<file path="config.mk">
export PLATFORM = sky130hd
export DESIGN_NAME = cache_line_refill
export DESIGN_NICKNAME = d
export VERILOG_FILES = /design/src/rtl/cache_pkg.sv /design/src/rtl/cache_line_refill_word_ctr.sv /design/src/rtl/cache_line_refill.sv
export SDC_FILE = /design/constraint.sdc
export NUM_CORES = 1
export LEC_CHECK = 0
export ABC_AREA = 1
export CAP_MARGIN = 20
export CORE_ASPECT_RATIO = 1.75
export CORE_MARGIN = 5
export CORE_UTILIZATION = 40
export CTS_CLUSTER_SIZE = 16
export DETAILED_ROUTE_END_ITERATION = 12
export GPL_TIMING_DRIVEN = 0
export PLACE_DENSITY_LB_ADDON = 0.1
export SYNTH_ARGS = -nofsm -noshare
export SYNTH_HDL_FRONTEND = slang
export SYNTH_SLANG_ARGS = --single-unit
</file>
<file path="constraint.sdc">
create_clock -name globalclock -period 1.7 [get_ports globalclock]
set_input_delay 0.425 -clock globalclock [delete_from_list [all_inputs] [get_ports globalclock]]
set_output_delay 0.425 -clock globalclock [all_outputs]
set_load 0.05 [all_outputs]
</file>
<file path="src/rtl/cache_pkg.sv">
// Shared cache field widths, address slice helpers and refill state encoding.
// Used by the refill engine and the cache control FSM.
package cache_pkg;

   localparam int unsigned ADDR_W   = 15;
   localparam int unsigned DATA_W   = 8;
   localparam int unsigned OFFSET_W = 2;
   localparam int unsigned INDEX_W  = 5;
   localparam int unsigned TAG_W    = ADDR_W - INDEX_W - OFFSET_W;

   typedef enum logic [2:0] {
      ST_IDLE  = 3'd0,
      ST_REQ   = 3'd1,
      ST_WRITE = 3'd2,
      ST_TAG   = 3'd3,
      ST_DONE  = 3'd4
   } refill_state_e;

   function automatic logic [TAG_W-1:0] addr_tag(input logic [ADDR_W-1:0] a);
      return a[ADDR_W-1 -: TAG_W];
   endfunction

   function automatic logic [INDEX_W-1:0] addr_index(input logic [ADDR_W-1:0] a);
      return a[OFFSET_W +: INDEX_W];
   endfunction

   function automatic logic [OFFSET_W-1:0] addr_offset(input logic [ADDR_W-1:0] a);
      return a[OFFSET_W-1:0];
   endfunction

endpackage

</file>
<file path="src/rtl/cache_line_refill_word_ctr.sv">
// Word-offset counter for a line refill: loads a start offset, increments
// modulo the line size and flags (registered) the final word of the line.
module refill_word_ctr
   import cache_pkg::*;
(
   input  logic                clk,
   input  logic                rst_n,
   input  logic                load,
   input  logic [OFFSET_W-1:0] load_val,
   input  logic                inc,
   output logic [OFFSET_W-1:0] cnt,
   output logic                last
);

   logic [OFFSET_W-1:0] cnt_q, cnt_d;
   logic [OFFSET_W-1:0] start_q, start_d;
   logic                last_q, last_d;
   logic [OFFSET_W-1:0] cnt_nxt;
   logic [OFFSET_W-1:0] start_m1;

   always_comb begin
      cnt_d    = cnt_q;
      start_d  = start_q;
      last_d   = last_q;
      cnt_nxt  = cnt_q + 1'b1;
      start_m1 = start_q - 1'b1;
      if (load) begin
         cnt_d   = load_val;
         start_d = load_val;
         last_d  = 1'b0;
      end else if (inc) begin
         cnt_d  = cnt_nxt;
         // the word just before the start offset (mod line size) closes the line
         last_d = (cnt_nxt == start_m1);
      end
   end

   always_ff @(posedge clk or negedge rst_n) begin
      if (!rst_n) begin
         cnt_q   <= '0;
         start_q <= '0;
         last_q  <= 1'b0;
      end else begin
         cnt_q   <= cnt_d;
         start_q <= start_d;
         last_q  <= last_d;
      end
   end

   assign cnt  = cnt_q;
   assign last = last_q;

endmodule

</file>
<file path="src/rtl/cache_line_refill.sv">
// Miss-refill engine: fetches a cache line word by word from RAM, writes the
// data array, then tag/valid. CRITICAL_WORD_FIRST_EN starts at the miss offset.
module cache_line_refill
   import cache_pkg::*;
(
   input  logic                globalclock,
   input  logic                reset,
   input  logic                fill_req,
   input  logic [ADDR_W-1:0]   miss_addr,
   output logic                fill_busy,
   output logic                fill_done,
   output logic                mem_req,
   output logic [ADDR_W-1:0]   mem_addr,
   input  logic                mem_ack,
   input  logic [DATA_W-1:0]   mem_rdata,
   output logic                line_wr_en,
   output logic [INDEX_W-1:0]  line_index,
   output logic [OFFSET_W-1:0] line_offset,
   output logic [DATA_W-1:0]   line_wr_data,
   output logic                tag_wr_en,
`ifdef CRITICAL_WORD_FIRST_EN
   output logic                crit_valid,
`endif
   output logic [TAG_W-1:0]    tag_wr_data
);

   refill_state_e       state_q, state_d;
   logic [TAG_W-1:0]    tag_q, tag_d;
   logic [INDEX_W-1:0]  idx_q, idx_d;
   logic [DATA_W-1:0]   data_q, data_d;
   logic [OFFSET_W-1:0] cnt;
   logic                last;
   logic                ctr_load;
   logic                ctr_inc;
   logic [OFFSET_W-1:0] start_off;

`ifdef CRITICAL_WORD_FIRST_EN
   logic first_q, first_d;
   assign start_off = addr_offset(miss_addr);
`else
   logic unused_miss_offset;
   assign start_off          = '0;
   assign unused_miss_offset = ^addr_offset(miss_addr);
`endif

   assign ctr_load = (state_q == ST_IDLE) && fill_req;
   assign ctr_inc  = (state_q == ST_WRITE) && !last;

   refill_word_ctr u_word_ctr (
      .clk      (globalclock),
      .rst_n    (reset),
      .load     (ctr_load),
      .load_val (start_off),
      .inc      (ctr_inc),
      .cnt      (cnt),
      .last     (last)
   );

   always_ff @(posedge globalclock or negedge reset) begin
      if (!reset) state_q <= ST_IDLE;
      else        state_q <= state_d;
   end

   always_comb begin
      state_d = state_q;
      unique case (state_q)
         ST_IDLE:  if (fill_req) state_d = ST_REQ;
         ST_REQ:   if (mem_ack)  state_d = ST_WRITE;
         ST_WRITE: state_d = last ? ST_TAG : ST_REQ;
         ST_TAG:   state_d = ST_DONE;
         ST_DONE:  state_d = ST_IDLE;
         default:  state_d = ST_IDLE;
      endcase
   end

   always_comb begin
      tag_d  = tag_q;
      idx_d  = idx_q;
      data_d = data_q;
      if (ctr_load) begin
         tag_d = addr_tag(miss_addr);
         idx_d = addr_index(miss_addr);
      end
      if ((state_q == ST_REQ) && mem_ack) data_d = mem_rdata;
   end

`ifdef CRITICAL_WORD_FIRST_EN
   always_comb begin
      first_d = first_q;
      if (ctr_load)                   first_d = 1'b1;
      else if (state_q == ST_WRITE)   first_d = 1'b0;
   end
`endif

   always_ff @(posedge globalclock or negedge reset) begin
      if (!reset) begin
         tag_q   <= '0;
         idx_q   <= '0;
         data_q  <= '0;
`ifdef CRITICAL_WORD_FIRST_EN
         first_q <= 1'b0;
`endif
      end else begin
         tag_q   <= tag_d;
         idx_q   <= idx_d;
         data_q  <= data_d;
`ifdef CRITICAL_WORD_FIRST_EN
         first_q <= first_d;
`endif
      end
   end

   // outputs decode state and registered fields only
   always_comb begin
      fill_busy    = 1'b0;
      fill_done    = 1'b0;
      mem_req      = 1'b0;
      mem_addr     = '0;
      line_wr_en   = 1'b0;
      line_index   = idx_q;
      line_offset  = '0;
      line_wr_data = '0;
      tag_wr_en    = 1'b0;
      tag_wr_data  = '0;
`ifdef CRITICAL_WORD_FIRST_EN
      crit_valid   = 1'b0;
`endif
      unique case (state_q)
         ST_IDLE: ;
         ST_REQ: begin
            fill_busy = 1'b1;
            mem_req   = 1'b1;
            mem_addr  = {tag_q, idx_q, cnt};
         end
         ST_WRITE: begin
            fill_busy    = 1'b1;
            line_wr_en   = 1'b1;
            line_offset  = cnt;
            line_wr_data = data_q;
`ifdef CRITICAL_WORD_FIRST_EN
            crit_valid   = first_q;
`endif
         end
         ST_TAG: begin
            fill_busy   = 1'b1;
            tag_wr_en   = 1'b1;
            tag_wr_data = tag_q;
         end
         ST_DONE: begin
            fill_busy = 1'b1;
            fill_done = 1'b1;
         end
         default: ;
      endcase
   end

endmodule

</file>
## After elaboration in Yosys (flattened, before gate mapping)

Cells that the tools add are included.
W data, S select, Z words.

| storage, ports and cells | value |
|---|---|
| bits in registers | 27 |
| input bits | 27 |
| output and inout port bits | 43 |
| logic and storage cells | 39 |

| cells by class | value |
|---|---|
| $add $sub $neg | 1 |
| equal/unequal tests | 7 |
| muxes and demuxes | 17 |
| reductions and logical operators | 8 |

Operators with widths:

| operator | number |
|---|---|
| $mux W8 | 2 |
| $mux W15 | 1 |
| $pmux W3 S4 | 1 |
| $mux W2 | 4 |
| $mux W1 | 7 |
| $eq A3 B2 Y1 const B | 2 |
| $mux W3 | 2 |
| $ne A2 B2 Y1 const B | 2 |
| $reduce_or A4 Y1 | 1 |
| $eq A3 B1 Y1 const B | 1 |
| $eq A3 B3 Y1 const B | 1 |
| $logic_and A1 B1 Y1 | 3 |
| $logic_not A3 Y1 | 1 |
| $add A2 B1 Y2 const B | 1 |
| $eq A2 B2 Y1 const B | 1 |
| $reduce_and A2 Y1 | 1 |
| $reduce_bool A2 Y1 | 1 |
| $logic_not A1 Y1 | 1 |

## Logic depth before layout (Yosys ltp)

| depth | value |
|---|---|
| depth after elaboration | 4 |
| depth in mapped cells | 6 |
| gate-level depth less buffers | 6 |

## Modules after synthesis

From an unflattened synthesis, not the netlist that was laid out.

| second synthesis, totals | value |
|---|---|
| cell total of the unflattened synthesis | 207 |
| area total of the unflattened synthesis | 1501.4 µm² |

By module, submodules not included:

| module | times used | cells an instance | area each (µm²) |
|---|---|---|---|
| cache_line_refill | 1 | 180 | 1278.7 |
| refill_word_ctr | 1 | 27 | 222.7 |

## Worst setup path before layout

OpenSTA, ideal clock, no wires.

| timing | value |
|---|---|
| path type | register -> output |
| start point | register state_q[2] |
| end point | output line_offset[0] |
| arrival time | 1.534 ns |
| data required time | 1.275 ns |
| slack | -0.259 ns |
| cell stages (with the launch flop) | 5 |
| path through | dfrtp_1 -> nor2_4 -> nand2_1 -> buf_2 -> nor2_1 |

| between the ends | value |
|---|---|
| word-level cells in the longest chain between the ends | 2 |

RTL lines:

| element | line | text |
|---|---|---|
| from (decl) | cache_line_refill.sv:27 | `refill_state_e state_q, state_d;` |
| from (signal assigned) | cache_line_refill.sv:61 | `else state_q <= state_d;` |
| $eq A3 B2 Y1 | cache_line_refill.sv:128 | `unique case (state_q)` |
| $mux W2 | cache_line_refill.sv:128 |  |
| to (decl) | cache_line_refill.sv:18 | `output logic [OFFSET_W-1:0] line_offset,` |

Every way passes these cells.

## Final worst setup path

| timing | value |
|---|---|
| start point | register state_q[0] |
| end point | output line_wr_data[3] |

| between the ends | value |
|---|---|
| word-level cells in the longest chain between the ends | 2 |

RTL lines:

| element | line | text |
|---|---|---|
| $eq A3 B2 Y1 | cache_line_refill.sv:128 |  |
| $mux W8 | cache_line_refill.sv:128 |  |
| to (decl) | cache_line_refill.sv:19 | `output logic [DATA_W-1:0] line_wr_data,` |

Every way passes these cells.

==> out/qor.yml <==
pin_count: 70
yosysWarnings: 0
status: "finished, violations left"
met3_usage_pct: 4.05
dieWidth_um: 55.1
synth_xor_area_share_pct: 0
antenna_found_initial: 0
reg2regPathDepth: 8
fin_crit_ps: 1870
yosysSeqAreaShare_pct: 47.5
crit_path_max_incr_delay_ps: 410
synthMuxAreaShare_pct: 0
met1_usage_pct: 21.1
place_area_um2: 2250
critical_path.slowest_cell: "dfrtp_1"
vias_per_cell: 4.49
wl_mm: 4.47
cp.required_ps: 1270
hold_viol: 0
dp_hpwl_mm: 3.06
whs_path_depth: 2
synth_seq_cells: 27
clk_pin_slew_ps: 90
clk_latency_ps: 270
grtUsageMet2_pct: 33.7
worstReg2RegStart: "state_q[0]"
cts_max_level: 1
synthCells: 194
drtIter0Drc: 24
grt_max_degree: 17
grt_pass1_wl_mm: 6.76
reg2reg_to: "line_index[2]"
critical_path_class: "reg2out"
cts-root-buf: "clkbuf_8"
crit_path_end_kind: "output port"
globalRoute.busiestLayer: "met2"
synth_compound_area_share_pct: 4.58
violations: "negative setup slack"
finalCritPeriodShare_pct: 110
slew_viol_final: 0
postLayoutCellArea_um2: 2660
cts_tree: "done"
place_ws_ps: -815
diodes: 0
crit_family: "buffers and inverters"
synth_area_per_cell_um2: 7.33
layout_setup_ws_ps: -168
routedWlPerCell_um: 13.8
n_fill_cell: 249
finalNetCount: 308
area_delta_synth_final_pct: 86.9
fp.dieArea_um2: 4890
arrival_ps: 1440
core_um2: 3400
max-vdd-ir-drop_v: 0.00133
rsz0062_at_grt: "true"
die_height_um: 88.9
cp_cell_sequence: "buf_6, nor2_4, nand2_4, clkbuf_16, nor2_4, buf_6"
synth_top_family_by_area: "simple AND/OR/NAND/NOR gates"
fmax_mhz: 535
regToRegSetupSlack_ps: 260
synthSimpleGateAreaFrac_pct: 31.2
relSlewSlack_pct: 53.9
synth_nets: 222
max_cap_viol_count: 0
clk_path_buf_depth: 2
p_leak_nw: 1.36
clock-sinks: 27
route.detailed.drc: 0
synth_fa_ha_area_share_pct: 0.880
power_density_nw_per_um2: 1980
overflow: 0
port_buffers: 67
start_util_pct: 41.8
dr_total_vias: 1455
grt_use_total_pct: 19.1
routabilityCongestion: 0.811
hp-class: "reg2reg"
rows: 28
hp-start: "data_q[0]"
crit_fanout: 5
critPathLaunchType: "register"
netlist_area_um2: 1420
ant_nets: 0
worst_pin_slew_ps: 689
finalSetupViolations: 37
crit_buf_inv: 3
yosysUniqueCellTypes: 18
firstDrtPassIters: 4
numCtsBuffers: 3
fin_skew_ps: 3.06
grt_pass1_vias: 1465
drive_gt1_share_pct: 38.4
whs_endpoint: "data_q[0]"
==> power breakdown <==
part           switching, mW  internal, mW  total (mW)
combinational           2.38          1.36        3.74
sequential             0.202         0.937        1.14
clock                  0.201         0.168       0.369
==> Yosys cell counts <==
cell type / instances / area, µm²
dfrtp_1: 27 / 676
buf_6: 2 / 22.5
nor3_2: 1 / 10.0
inv_2: 1 / 3.75
o21ai_1: 13 / 65.1
ha_1: 1 / 12.5
nand3_1: 9 / 45.0
nand2_4: 1 / 11.3
nand3b_1: 1 / 7.51
nor2_1: 35 / 131
inv_1: 46 / 173
nor2_4: 2 / 22.5
buf_2: 2 / 10.0
nor2_8: 1 / 20.0
nand2_1: 48 / 180
buf_4: 2 / 15.0
nand4_1: 1 / 6.26
nand3_2: 1 / 10.0
==> placed cells by master (no fill, tap or decap), types with 3 or more instances in the layout <==
master | Yosys | final
dfrtp_1 | 27 | 25
clkbuf_8 | 0 | 3
dlygate4sd2_1 | 0 | 5
buf_4 | 2 | 9
buf_6 | 2 | 38
nor2_4 | 2 | 22
o21ai_1 | 13 | 13
inv_1 | 46 | 44
nand3_1 | 9 | 9
clkdlybuf4s50_1 | 0 | 24
nand2_1 | 48 | 46
nor2_2 | 0 | 13
buf_8 | 0 | 7
==> worst reg2reg max path, cell delays in order, from the launching register on <==
cell and delay (ps):
dfrtp_1 410, buf_6 130, nor2_4 120, buf_4 130, buf_4 130, nand3_2 100
buf_4 200, nand2_1 60, o21ai_1 60
==> state kept, by name, summed over array words and instances (netlist names) <==
name / cells
data_q: 8
tag_q: 8
line_index: 5
state_q: 3
u_word_ctr.cnt: 2
u_word_ctr.last: 1
==> cell families after synthesis <==
family | after synthesis
flops | 27
compound gates | 13
buf+inv | 53
simple gates | 100
fa+ha+maj | 1
==> timing repair <==
item                       CTS  global route
gates cloned                 0             1
buffers inserted             5             7
pin swaps                    3             3
gates resized for setup    296            38
hold buffers                 0             0
setup endpoints to repair   43            38
==> layer usage <==
metal | wire length, µm | vias to the layer above
met2 | 2480 | 46
met4 | 73 | 0
met3 | 310 | 6
li1 | - | 733
met1 | 1610 | 670
met5 | 0 | -
==> stage by stage <==
step / hold WS (ps) / std cells / power [mW] / utilization [%] / TNS (ps)
after floorplan: 129 / 194 / 3.20 / - / -4710
after global placement: 461 / 306 / 4.05 / 65.3 / -26810
after detailed placement: 469 / 307 / 4.12 / 66.1 / -21890
after CTS: 491 / 316 / 4.79 / 71.6 / -4360
after global routing: 522 / 324 / 5.58 / 78.2 / -7460
final: 495 / 324 / 5.25 / 78.2 / -4950
==> area by class of cell <==
type	count	area, µm²	share of cell area (%)
Sequential cell	27	678	25.5
Inverter	47	179	6.74
Buffer	6	81.3	3.06
Multi-Input combinational cell	114	721	27.1
Clock buffer	4	45.0	1.70
Timing Repair Buffer	81	896	33.7
Tap cell	45	56.3	2.12
==> how the worst max path moves through the flow <==
| stage | from | endpoint | cells after the start |
|---|---|---|---|
| after floorplan | state_q[2] | mem_addr[10] | 4 |
| after global placement | state_q[2] | line_offset[0] | 5 |
| after detailed placement | state_q[2] | line_wr_data[6] | 5 |
| after CTS | state_q[2] | mem_addr[4] | 5 |
| after global routing | state_q[2] | mem_addr[7] | 5 |
| final | state_q[0] | line_wr_data[3] | 6 |
No activity file was read; power rests on OpenSTA's default activity.
